<file path="config.mk">
export PLATFORM = sky130hd
export DESIGN_NAME = clamp_fp64_mc
export DESIGN_NICKNAME = d
export VERILOG_FILES = /design/src/rtl/clamp_fp64_mc.sv
export SDC_FILE = /design/constraint.sdc
export NUM_CORES = 2
export LEC_CHECK = 0
export BUFFER_PORTS_ARGS = -buffer_cell sky130_fd_sc_hd__clkbuf_2
export CAP_MARGIN = 10
export CORE_MARGIN = 4
export CORE_UTILIZATION = 40
export DETAILED_ROUTE_END_ITERATION = 7
export PLACE_DENSITY = 0.66
export REMOVE_ABC_BUFFERS = 1
export SLEW_MARGIN = 10
export SYNTH_ARGS = -nofsm -noshare
export SYNTH_HDL_FRONTEND = slang
export SYNTH_SLANG_ARGS = --single-unit
</file>
<file path="constraint.sdc">
create_clock -name clk -period 69.2 [get_ports clk]
set_input_delay 6.92 -clock clk [delete_from_list [all_inputs] [get_ports clk]]
set_output_delay 6.92 -clock clk [all_outputs]
set_load 0.005 [all_outputs]
</file>
<file path="src/rtl/clamp_fp64_mc.sv">
// Multi-channel pipelined fp64 limiter with per-channel [lo, hi] windows and saturation counters.
// Optional macro CLAMP_NAN_FLUSH_EN: NaN inputs are replaced by the channel's lower bound.
module clamp_fp64_mc #(
  parameter int          N_CH    = 4,
  parameter int          CH_W    = 2,
  parameter int          CNT_W   = 16,
  parameter logic [63:0] LO_INIT = 64'h0000000000000000,
  parameter logic [63:0] HI_INIT = 64'h7FF0000000000000
) (
  input  logic             clk,
  input  logic             rst,
  input  logic             cfg_we,
  input  logic [CH_W-1:0]  cfg_ch,
  input  logic             cfg_sel,
  input  logic [63:0]      cfg_data,
  input  logic             in_valid,
  input  logic [CH_W-1:0]  in_ch,
  input  logic [63:0]      in_data,
  output logic             out_valid,
  output logic [CH_W-1:0]  out_ch,
  output logic [63:0]      out_data,
  output logic [1:0]       out_flag,
  input  logic [CH_W-1:0]  cnt_ch,
  input  logic             cnt_clr,
  output logic [CNT_W-1:0] cnt_lo,
  output logic [CNT_W-1:0] cnt_hi
);

  // Monotonic mapping of a double onto an unsigned integer so one compare orders reals.
  function automatic logic [63:0] orderKey(input logic [63:0] x);
    return x[63] ? ~x : {1'b1, x[62:0]};
  endfunction

  function automatic logic chInRange(input logic [CH_W-1:0] c);
    return 32'(c) < N_CH;
  endfunction

  logic [63:0]      lo_q [N_CH];
  logic [63:0]      hi_q [N_CH];
  logic [63:0]      loSel, hiSel;

  logic             s1_valid_q;
  logic [CH_W-1:0]  s1_ch_q;
  logic [63:0]      s1_data_q, s1_lo_q, s1_hi_q;
  logic             s1Lt, s1Gt, s1Nan;

  logic             s2_valid_q;
  logic [CH_W-1:0]  s2_ch_q;
  logic [63:0]      s2_data_q, s2_lo_q, s2_hi_q;
  logic             s2_lt_q, s2_gt_q, s2_nan_q;

  logic             out_valid_q;
  logic [CH_W-1:0]  out_ch_q;
  logic [63:0]      out_data_q, out_data_d;
  logic [1:0]       out_flag_q, out_flag_d;

  logic [CNT_W-1:0] cnt_lo_q [N_CH];
  logic [CNT_W-1:0] cnt_hi_q [N_CH];

  always_ff @(posedge clk or posedge rst) begin
    if (rst) begin
      for (int i = 0; i < N_CH; i++) begin
        lo_q[i] <= LO_INIT;
        hi_q[i] <= HI_INIT;
      end
    end else if (cfg_we && chInRange(cfg_ch)) begin
      for (int i = 0; i < N_CH; i++) begin
        if (32'(cfg_ch) == i) begin
          if (cfg_sel) hi_q[i] <= cfg_data;
          else         lo_q[i] <= cfg_data;
        end
      end
    end
  end

  always_comb begin
    loSel = LO_INIT;
    hiSel = HI_INIT;
    for (int i = 0; i < N_CH; i++) begin
      if (32'(in_ch) == i) begin
        loSel = lo_q[i];
        hiSel = hi_q[i];
      end
    end
  end

  always_comb begin
    s1Lt  = orderKey(s1_data_q) < orderKey(s1_lo_q);
    s1Gt  = orderKey(s1_data_q) > orderKey(s1_hi_q);
    s1Nan = (s1_data_q[62:52] == 11'h7FF) && (s1_data_q[51:0] != 52'd0);
  end

  // Bounds are captured alongside the sample, so a same-cycle cfg write only affects later samples.
  always_ff @(posedge clk or posedge rst) begin
    if (rst) begin
      s1_valid_q <= 1'b0;
      s1_ch_q    <= '0;
      s1_data_q  <= '0;
      s1_lo_q    <= '0;
      s1_hi_q    <= '0;
      s2_valid_q <= 1'b0;
      s2_ch_q    <= '0;
      s2_data_q  <= '0;
      s2_lo_q    <= '0;
      s2_hi_q    <= '0;
      s2_lt_q    <= 1'b0;
      s2_gt_q    <= 1'b0;
      s2_nan_q   <= 1'b0;
    end else begin
      s1_valid_q <= in_valid && chInRange(in_ch);
      s1_ch_q    <= in_ch;
      s1_data_q  <= in_data;
      s1_lo_q    <= loSel;
      s1_hi_q    <= hiSel;
      s2_valid_q <= s1_valid_q;
      s2_ch_q    <= s1_ch_q;
      s2_data_q  <= s1_data_q;
      s2_lo_q    <= s1_lo_q;
      s2_hi_q    <= s1_hi_q;
      s2_lt_q    <= s1Lt;
      s2_gt_q    <= s1Gt;
      s2_nan_q   <= s1Nan;
    end
  end

  always_comb begin
    out_data_d = s2_data_q;
    out_flag_d = 2'b00;
`ifdef CLAMP_NAN_FLUSH_EN
    if (s2_nan_q || s2_lt_q) begin
`else
    if (s2_nan_q) begin
      out_data_d = s2_data_q;
      out_flag_d = 2'b00;
    end else if (s2_lt_q) begin
`endif
      out_data_d = s2_lo_q;
      out_flag_d = 2'b01;
    end else if (s2_gt_q) begin
      out_data_d = s2_hi_q;
      out_flag_d = 2'b10;
    end
  end

  always_ff @(posedge clk or posedge rst) begin
    if (rst) begin
      out_valid_q <= 1'b0;
      out_ch_q    <= '0;
      out_data_q  <= '0;
      out_flag_q  <= 2'b00;
    end else begin
      out_valid_q <= s2_valid_q;
      if (s2_valid_q) begin
        out_ch_q   <= s2_ch_q;
        out_data_q <= out_data_d;
        out_flag_q <= out_flag_d;
      end
    end
  end

  // Counters advance on the same edge that presents the output; a clear overrides an increment.
  always_ff @(posedge clk or posedge rst) begin
    if (rst) begin
      for (int i = 0; i < N_CH; i++) begin
        cnt_lo_q[i] <= '0;
        cnt_hi_q[i] <= '0;
      end
    end else begin
      for (int i = 0; i < N_CH; i++) begin
        if (cnt_clr && 32'(cnt_ch) == i) begin
          cnt_lo_q[i] <= '0;
          cnt_hi_q[i] <= '0;
        end else if (s2_valid_q && 32'(s2_ch_q) == i) begin
          if (out_flag_d[0] && cnt_lo_q[i] != '1) cnt_lo_q[i] <= cnt_lo_q[i] + 1'b1;
          if (out_flag_d[1] && cnt_hi_q[i] != '1) cnt_hi_q[i] <= cnt_hi_q[i] + 1'b1;
        end
      end
    end
  end

  always_comb begin
    cnt_lo = '0;
    cnt_hi = '0;
    for (int i = 0; i < N_CH; i++) begin
      if (32'(cnt_ch) == i) begin
        cnt_lo = cnt_lo_q[i];
        cnt_hi = cnt_hi_q[i];
      end
    end
  end

  assign out_valid = out_valid_q;
  assign out_ch    = out_ch_q;
  assign out_data  = out_data_q;
  assign out_flag  = out_flag_q;

endmodule

</file>
==> results.toml <==
[pwr]
swShare_pct = 27.99
p_comb_share_pct = 19.4
p_clk_share_pct = 34.4
intPower_uw = 1346
power_uw = 1869
ir_drop_mv = 0.02230
power_switching_uw = 523.0
leakage_uw = 0.02351
powerDensity_mw_per_mm2 = 34.51
p_seq_share_pct = 46.2

[synth]
synthTopCellsByArea = "dfrtp_1 56%, mux2_2 13%, mux4_2 7.6%"
synth_cells = 3300
ys.flop_type = "dfrtp_1"
synth_top_area_cell = "dfrtp_1"
synth_xor_area_share_pct = 5.184
synth-simple-area-share_pct = 5.532
yosys.cell_count.top_type = "dfrtp_1"
synth_top_family_by_area = "multiplexers"
syn-cell-area_sq_mm = 0.04714
yosys.cell_types.count = 66
syn_area_per_cell_sq_um = 14.28
synth_edf_count = 0
ys_seq_area_share_pct = 58.62
synth_compound_area_share_pct = 4.637
synthAdderAreaFrac_pct = 3.584
yosys.area.top_type_share_pct = 56.17
ys_seq_elements = 1102
muxShareOfSynthArea_pct = 20.55
async_reset_ff_share_pct = 100.0
ys_top_cells_by_count = "1058 x dfrtp_1, 532 x mux2_2, 183 x nor2_1"
ys_warn_count = 0

[cts]
htreeDepth = 3
cts.repair.resized = 0
cts_tree = "yes"
cts_buffers = 115
path_clk_slew_ps = 60
cts.sinks = 1102
clock_latency_ps = 740
clockBufferDepth = 3
ctsHoldBuffers = 0
post_cts_buffers = 0
ctsRootBufferMaster = "clkbuf_16"

[global_route]
grt_pass1_wl_mm = 180.0
grt_max_degree = 180
antenna_found_initial = 25
grt_pass1_vias = 29350
grt_usage_pct = 19.15
grt_overflow = 0

[placed_design]
place_ws_ps = 53980
place.port_buffers = 240
routabilityCongestion = 0.8654
hpwl_mm = 75.61

[route]
drt_iter0_markers = 1909
wirelength_mm = 117.4
wl_per_cell_um = 22.69
remaining_drc_errors = 0
antenna_left = 0
vias = 27840
avgViaCountPerCell = 5.381
firstDrtPassIters = 5

[floorplanning]
dieArea_sq_mm = 0.1234
initial_utilization_pct = 40.45
core_sq_mm = 0.1165
ioPinCount = 241
die_w_um = 351.3
die_h_um = 351.3
placementRows = 125

[worst_setup_path]
critPathArrivalTime_ps = 8280
worstPathMaxFanout = 36
cpPeakStageDelay_ps = 600
cpMostUsedCell = "clkbuf_2"
end_kind = "output pin"
cp.required_ps = 62280
critPathKind = "in -> out"
critPathLaunch = "cnt_ch[0]"
slowest_stage = "mux4_2"
critical_path.startpoint_type = "primary input"
rr_startpoint = "s1_hi_q[63]"
path_cells = "clkbuf_2 > buf_4 > mux4_2 > clkbuf_2"

[timing]
max_clock_freq_mhz = 65.80
relSlewSlack_pct = 21.83
final_hold_viol_count = 0
final_max_slew_viol_count = 0
layout_min_cycle_time_ps = 15200
timing.setup.tns_ps = 0
rsz0062_at_grt = "false"
tightest_slew_ps = 1170
layout_setup_ws_ps = 54000
setup_violations = 0
worst_hold_slack_ps = 355.6
fin_worst_skew_ps = 65.74
post-route-period-util_pct = 21.96

[flow_run]
cap_violations = 0

[cells_and_area]
syn_to_final_growth_pct = 14.88
top_regs = "hi_q (256), lo_q (256)"
layout.nets = 3816
drive_gt1_share_pct = 33.99
fillCellCount = 10180

[outcome]
status = "complete, no violations"

[worst_hold_path]
min_from = "s1_valid_q"
min_path_type = "reg -> reg"
[final timing paths]
check,slack [ps],cells after the start,to
min in group asynchronous,6360,2,out_flag[1]
worst min register to register,360,0,s2_valid_q
worst max register to register,64710,10,s2_gt_q
max in group asynchronous,59600,5,lo_q[185]
worst min-delay path,360,0,s2_valid_q
worst max-delay path,54000,4,cnt_hi[7]
[critical path, delay by kind of cell]
kind / cells / cell delay [ps]
buf+inv: 3 / 730
mux: 1 / 600
[layout by cell type (no fill, tap or decap), types with 45 or more instances in the layout]
| cell | instances |
|---|---|
| o221ai_1 | 45 |
| xor2_1 | 120 |
| clkbuf_16 | 115 |
| a21oi_1 | 88 |
| dfrtp_1 | 1054 |
| buf_4 | 51 |
| o21ai_0 | 67 |
| nor2_1 | 181 |
| nand2_1 | 74 |
| mux4_2 | 160 |
| clkbuf_2 | 238 |
| inv_1 | 66 |
| nand4_1 | 60 |
| mux2_2 | 532 |
| xnor2_1 | 159 |
| ha_1 | 135 |
[layout make-up]
class                           count  area [sq um]  area share, %
Multi-Input combinational cell   1963         18660          34.46
Antenna cell                       10         25.02        0.04621
Clock inverter                     30         523.0         0.9659
Inverter                           67         259.0         0.4783
Sequential cell                  1102         27650          51.06
Tap cell                         1524          1907          3.521
Clock buffer                      185          3511          6.484
Timing Repair Buffer              292          1620          2.992
[metrics by stage]
stage          std cells  cell area [sq um]  util (%)
2_1_floorplan       3132              46490         -
3_3_place_gp        4948              50090     42.99
3_5_place_dp        4948              50090     42.99
5_1_grt             5168              54140     46.46
4_1_cts             5163              54120     46.45
6_report            5173              54150     46.47
[kinds of logic after synthesis]
logic type                 count (synthesis)
muxes                                    701
DFF                                     1102
AOI/OAI and AO/OA                        336
adders and majority gates                135
xor gates and xnor gates                 279
buffers and inverters                    235
and+or+nand+nor                          512
[metal layers]
metal	global-route usage (%)	vias to the layer above	wire, um
li1	-	12470	-
met2	30.44	557	54940
met3	4.756	223	7095
met1	26.03	14560	51730
met5	0	-	147
met4	6.046	24	3460
[power groups by stage]
stage	Combinational [uW]	Sequential, uW	Clock [uW]
after floorplan	252	850	0
after global placement	355	870	0
after detailed placement	363	874	0
after CTS	365	863	660
after global routing	404	877	686
final	362	863	644
(Power assumes the default switching activity.)
